===== config.mk =====
export PLATFORM = sky130hd
export DESIGN_NAME = n_bit_adder
export DESIGN_NICKNAME = d
export VERILOG_FILES = /design/src/rtl/n_bit_adder.sv
export SDC_FILE = /design/constraint.sdc
export NUM_CORES = 1
export LEC_CHECK = 0
export BUFFER_PORTS_ARGS = -buffer_cell sky130_fd_sc_hd__buf_2
export CORE_AREA = 10 10 47 49
export DETAILED_ROUTE_END_ITERATION = 12
export DIE_AREA = 0 0 57 59
export PLACE_DENSITY = 0.72
export SYNTH_ARGS = -nofsm -noshare
export SYNTH_HDL_FRONTEND = slang
export SYNTH_SLANG_ARGS = --single-unit

===== constraint.sdc =====
create_clock -name clk -period 11.95 [get_ports clk]
set_input_delay 2.39 -clock clk [delete_from_list [all_inputs] [get_ports clk]]
set_output_delay 2.39 -clock clk [all_outputs]
set_load 0.01 [all_outputs]

===== src/rtl/n_bit_adder.sv =====
// rtl/n_bit_adder.sv - parameterised ripple-carry adder with carry chain and registered result
module n_bit_adder #(
    parameter int N = 8
) (
    input  logic         clk,
    input  logic         rst_n,
    input  logic [N-1:0] A,
    input  logic [N-1:0] B,
    input  logic         ci,
    output logic [N-1:0] S,
    output logic         co,
    output logic         ovf,
    output logic [N-1:0] S_q,
    output logic         co_q,
    output logic         ovf_q
);

    // c[i] is the carry into cell i; c[N] is the carry out of the MSB cell
    logic [N:0] c;

    assign c[0] = ci;

    // One full-adder cell per bit; the carry ripples LSB to MSB with no lookahead
    genvar i;
    generate
        for (i = 0; i < N; i++) begin : g_cell
            assign S[i]   = A[i] ^ B[i] ^ c[i];
            assign c[i+1] = (A[i] & B[i]) | (c[i] & (A[i] ^ B[i]));
        end
    endgenerate

    assign co = c[N];

    // Signed overflow: carry into the MSB disagrees with carry out of it.
    // For N = 1, c[N-1] is c[0], which is ci.
    assign ovf = c[N] ^ c[N-1];

    // Capture the combinational result every edge; reset clears it immediately
    always_ff @(posedge clk or negedge rst_n) begin
        if (!rst_n) begin
            S_q   <= '0;
            co_q  <= 1'b0;
            ovf_q <= 1'b0;
        end else begin
            S_q   <= S;
            co_q  <= co;
            ovf_q <= ovf;
        end
    end

endmodule


Yosys cells after proc, flatten, opt, wreduce, memory -nomap -nowiden
Index checks and enable logic that the tools add are counted.
{ "word_totals": {"reg_bits": 10, "elab_cells": 44, "out_inout_bits": 20, "in_bits": 19} }
{ "classes": {"n_bitwise": 41} }
{ "op_table": {"columns": ["operator", "n"], "rows": [
  ["1-bit bitwise XOR", 17],
  ["1-bit bitwise AND", 16],
  ["1-bit bitwise OR", 8]
]} }

Depth between registers and ports, before layout
{ "depth": {"depth_word": 18, "depth_mapped": 12, "depth_no_buf": 12} }

Worst setup path after synthesis
Ideal clock, no wire load.
{ "synth_path": {"path_type": "in2out", "from": "input port A[0]", "to": "output port S[7]", "path_buffers": 0, "path_slack_ns": 4.034, "path_stages": 12, "t_arrival_ns": 5.526, "t_required_ns": 9.560, "path_cell_list": "fa_1 inv_1 fa_1 inv_1 fa_1 fa_1 fa_1 fa_1 fa_1 inv_1 fa_1 inv_1"} }
{ "synth_between": {"elab_chain_cells": 16, "elab_cells_between_ends": 17, "cone_classes": "bitwise: 17"} }
{ "synth_lines": {"columns": ["item", "line", "text"], "rows": [
  ["start: declaration", "7", "input logic [N-1:0] A,"],
  ["1-bit bitwise XOR", "28", "assign c[i+1] = (A[i] & B[i]) | (c[i] & (A[i] ^ B[i]));"],
  ["1-bit bitwise AND", "28", null],
  ["1-bit bitwise OR *", "28", null],
  ["1-bit bitwise AND *", "28", null],
  ["1-bit bitwise OR *", "28", null],
  ["1-bit bitwise AND *", "28", null],
  ["1-bit bitwise OR *", "28", null],
  ["1-bit bitwise AND *", "28", null],
  ["1-bit bitwise OR *", "28", null],
  ["1-bit bitwise AND *", "28", null],
  ["1-bit bitwise OR *", "28", null],
  ["1-bit bitwise AND *", "28", null],
  ["1-bit bitwise OR *", "28", null],
  ["1-bit bitwise AND *", "28", null],
  ["1-bit bitwise OR *", "28", null],
  ["1-bit bitwise XOR *", "27", "assign S[i] = A[i] ^ B[i] ^ c[i];"],
  ["end: declaration", "10", "output logic [N-1:0] S,"]
]} }
Mark *: on every way between the ends. The rest lies on a longest branch, timed or not.

Worst setup path in the final report
Same ends and word-level chain as after synthesis.

==> flow_metrics.tcl <==
set metrics [dict create \
    status "finished clean" \
    mostFrequentLayoutCell "sky130_fd_sc_hd__buf_2" \
    place_hpwl_um 1140 \
    placement.io_buffers 38 \
    intPower_uw 73.1 \
    crit_required_ns 9.56 \
    std_cell_rows 14 \
    detail_route.wl_per_cell_um 13.8 \
    placed_area_sq_um 667 \
    antenna_found_initial 0 \
    die_h_um 59 \
    use_met2 0.126 \
    wl_um 1200 \
    pwr_cell_area_mw_per_mm2 147 \
    numCtsBuffers 3 \
    finalHoldViolations 0 \
    insertedDiodeCount 0 \
    drt_iter0_drc 3 \
    design_area_sq_um 703 \
    switching_power_uw 30.3 \
    fin_tns_setup_ns 0 \
    cts_tree "yes" \
    power.clock.fraction 0.275 \
    detail_route.vias_per_cell 3.87 \
    grt_start_max_net_pins 11 \
    synth_cells 29 \
    share_comb_of_total_power 0.328 \
    drc_errors 0 \
    initial_core_util 0.326 \
    grt_first_pass_wirelength_um 1810 \
    gr-usage-met1 0.0583 \
    place_ws_ns 3.68 \
    worst_pin_slew_ns 0.203 \
    fmax_mhz 121 \
    utilization 0.502 \
    ys.warnings.count 0 \
    drt_pass1_iterations 3 \
    grt_setup_unrepaired "no" \
    cts_max_path_buffers 2 \
    setup_violations 0 \
    holdCritPathClass "input port to asynchronous set/reset pin" \
    postCtsResizedCells 0 \
    final_layout_size_suffix_gt1_frac 0.592 \
    cpMaxStageDelayCell "sky130_fd_sc_hd__fa_1" \
    switching_share 0.293 \
    flow.area_growth_from_synthesis_pct 54.0 \
    grt_met3_usage 0.0300 \
    postSynthRegisterBits 10 \
    post-cts-setup-buffer-count 0 \
    crit_path_max_fanout 2 \
    commonest_cells_after_routing_fill_and_taps_aside "38 x sky130_fd_sc_hd__buf_2, 10 x sky130_fd_sc_hd__dfrtp_1, 10 x sky130_fd_sc_hd__inv_1, 8 x sky130_fd_sc_hd__fa_1, 3 x sky130_fd_sc_hd__clkbuf_4" \
    synth_cell_type_count 4 \
    startpoint_kind_of_the_worst_setup_timing_path "input port" \
    global_route.overflow_total 0 \
    vdd_drop_max_v 0.0000554 \
    ios 39 \
    htree_levels 1 \
    first_global_vias 409 \
    die_area_sq_mm 0.00336 \
    finish.net_count 99 \
    vias 337 \
    clock_tree.root_cell "sky130_fd_sc_hd__clkbuf_4" \
    finalCritPeriodShare 0.690 \
    core_region_area_sq_mm 0.00140 \
    cts.sink_count 10 \
    slowest_delay_ns 0.42 \
    sequential_area_share_after_synthesis 0.548 \
    critical_path_class "input port to output port" \
    mapped_cell_area_sq_um 457 \
    drv_cap 0 \
    globalRoute.busiestLayer "met2" \
    worst_setup_hold_path_clk_slew_ns 0.06 \
    mappedNetlistNets 56 \
    worstPathCellList "buf_2, fa_1, inv_1, fa_1, inv_1, fa_1, fa_1, fa_1, fa_1, fa_1, inv_1, fa_1, inv_1, buf_2" \
    crit_path_end_kind "output port" \
    power.share.sequential 0.397 \
    finalMaxSlewViolations 0 \
    grt_usage 0.0698 \
    cp_common_cell "sky130_fd_sc_hd__fa_1" \
    synth_area_per_cell_sq_um 15.7 \
    floorplan.die.width_um 57 \
    worst-endpoint-arrival_ns 5.86 \
    power.leakage_nw 0.401 \
    antenna_left 0 \
    layout_setup_ws_ns 3.70 \
    max_slew_margin 0.865 \
    finalWeightedCongestion 0.678 \
    cts_hold_repair.buffers 0 \
    final_period_minus_worst_setup_slack_ns 8.25 \
]
[cell usage after synthesis]
cell type                 count  area share
sky130_fd_sc_hd__dfrtp_1     10        0.55
sky130_fd_sc_hd__fa_1         8        0.35
sky130_fd_sc_hd__xnor2_1      1       0.019
sky130_fd_sc_hd__inv_1       10       0.082
[final cells by class]
type / count / area (sq um)
timing repair buffer: 38 / 190
inverter: 10 / 37.5
multi-input combinational: 9 / 169
clock buffer: 4 / 36.3
sequential: 10 / 250
fill: 145 / 698
tap: 16 / 20.0
[cells by family after synthesis]
| logic type | count (synthesis) | share of synthesized area |
|---|---|---|
| flops | 10 | 0.548 |
| buf+inv | 10 | 0.0822 |
| fa+ha+maj | 8 | 0.351 |
| xor+xnor | 1 | 0.0192 |
[power groups by stage]
stage               sequential [mW]  combinational (mW)  clock, mW
floorplan                    0.0457              0.0127          0
global placement             0.0417              0.0339          0
detailed placement           0.0418              0.0351          0
CTS                          0.0412              0.0352     0.0289
global route                 0.0416              0.0381     0.0302
finish                       0.0411              0.0339     0.0284
[through the flow]
step	power, mW	hold slack, ns	std cells
final	0.103	1.97	87
after global routing	0.110	1.99	87
after CTS	0.105	1.97	87
after detailed placement	0.0770	2.25	83
after global placement	0.0756	2.25	83
after floorplan	0.0584	2.09	29
[flip-flops by register name (all words and copies together), names as in the netlist]
register	count
S_q	8
co_q	1
ovf_q	1
[critical path: cells and delay by family]
kind	cells	cell delay [ns]
adders and majority gates	8	2.94
buffers and inverters	6	0.52
[per-layer routing]
metal	share of wire	wire [um]	up-vias
met4	0.0058	7	0
met3	0.072	86	2
met2	0.63	757	15
met1	0.29	345	158
met5	0	0	-
li1	-	-	162
[path summary, 6_finish.rpt]
path,cells past startpoint,start,slack (ns),to
worst max-delay path,14,A[0],3.70,S[7]
worst min-delay path,1,rst_n,1.97,S_q[1]
min in group clk,2,B[6],2.43,S_q[6]
max in group asynchronous,1,rst_n,9.80,S_q[5]
No activity file was read; power rests on OpenSTA's default activity.
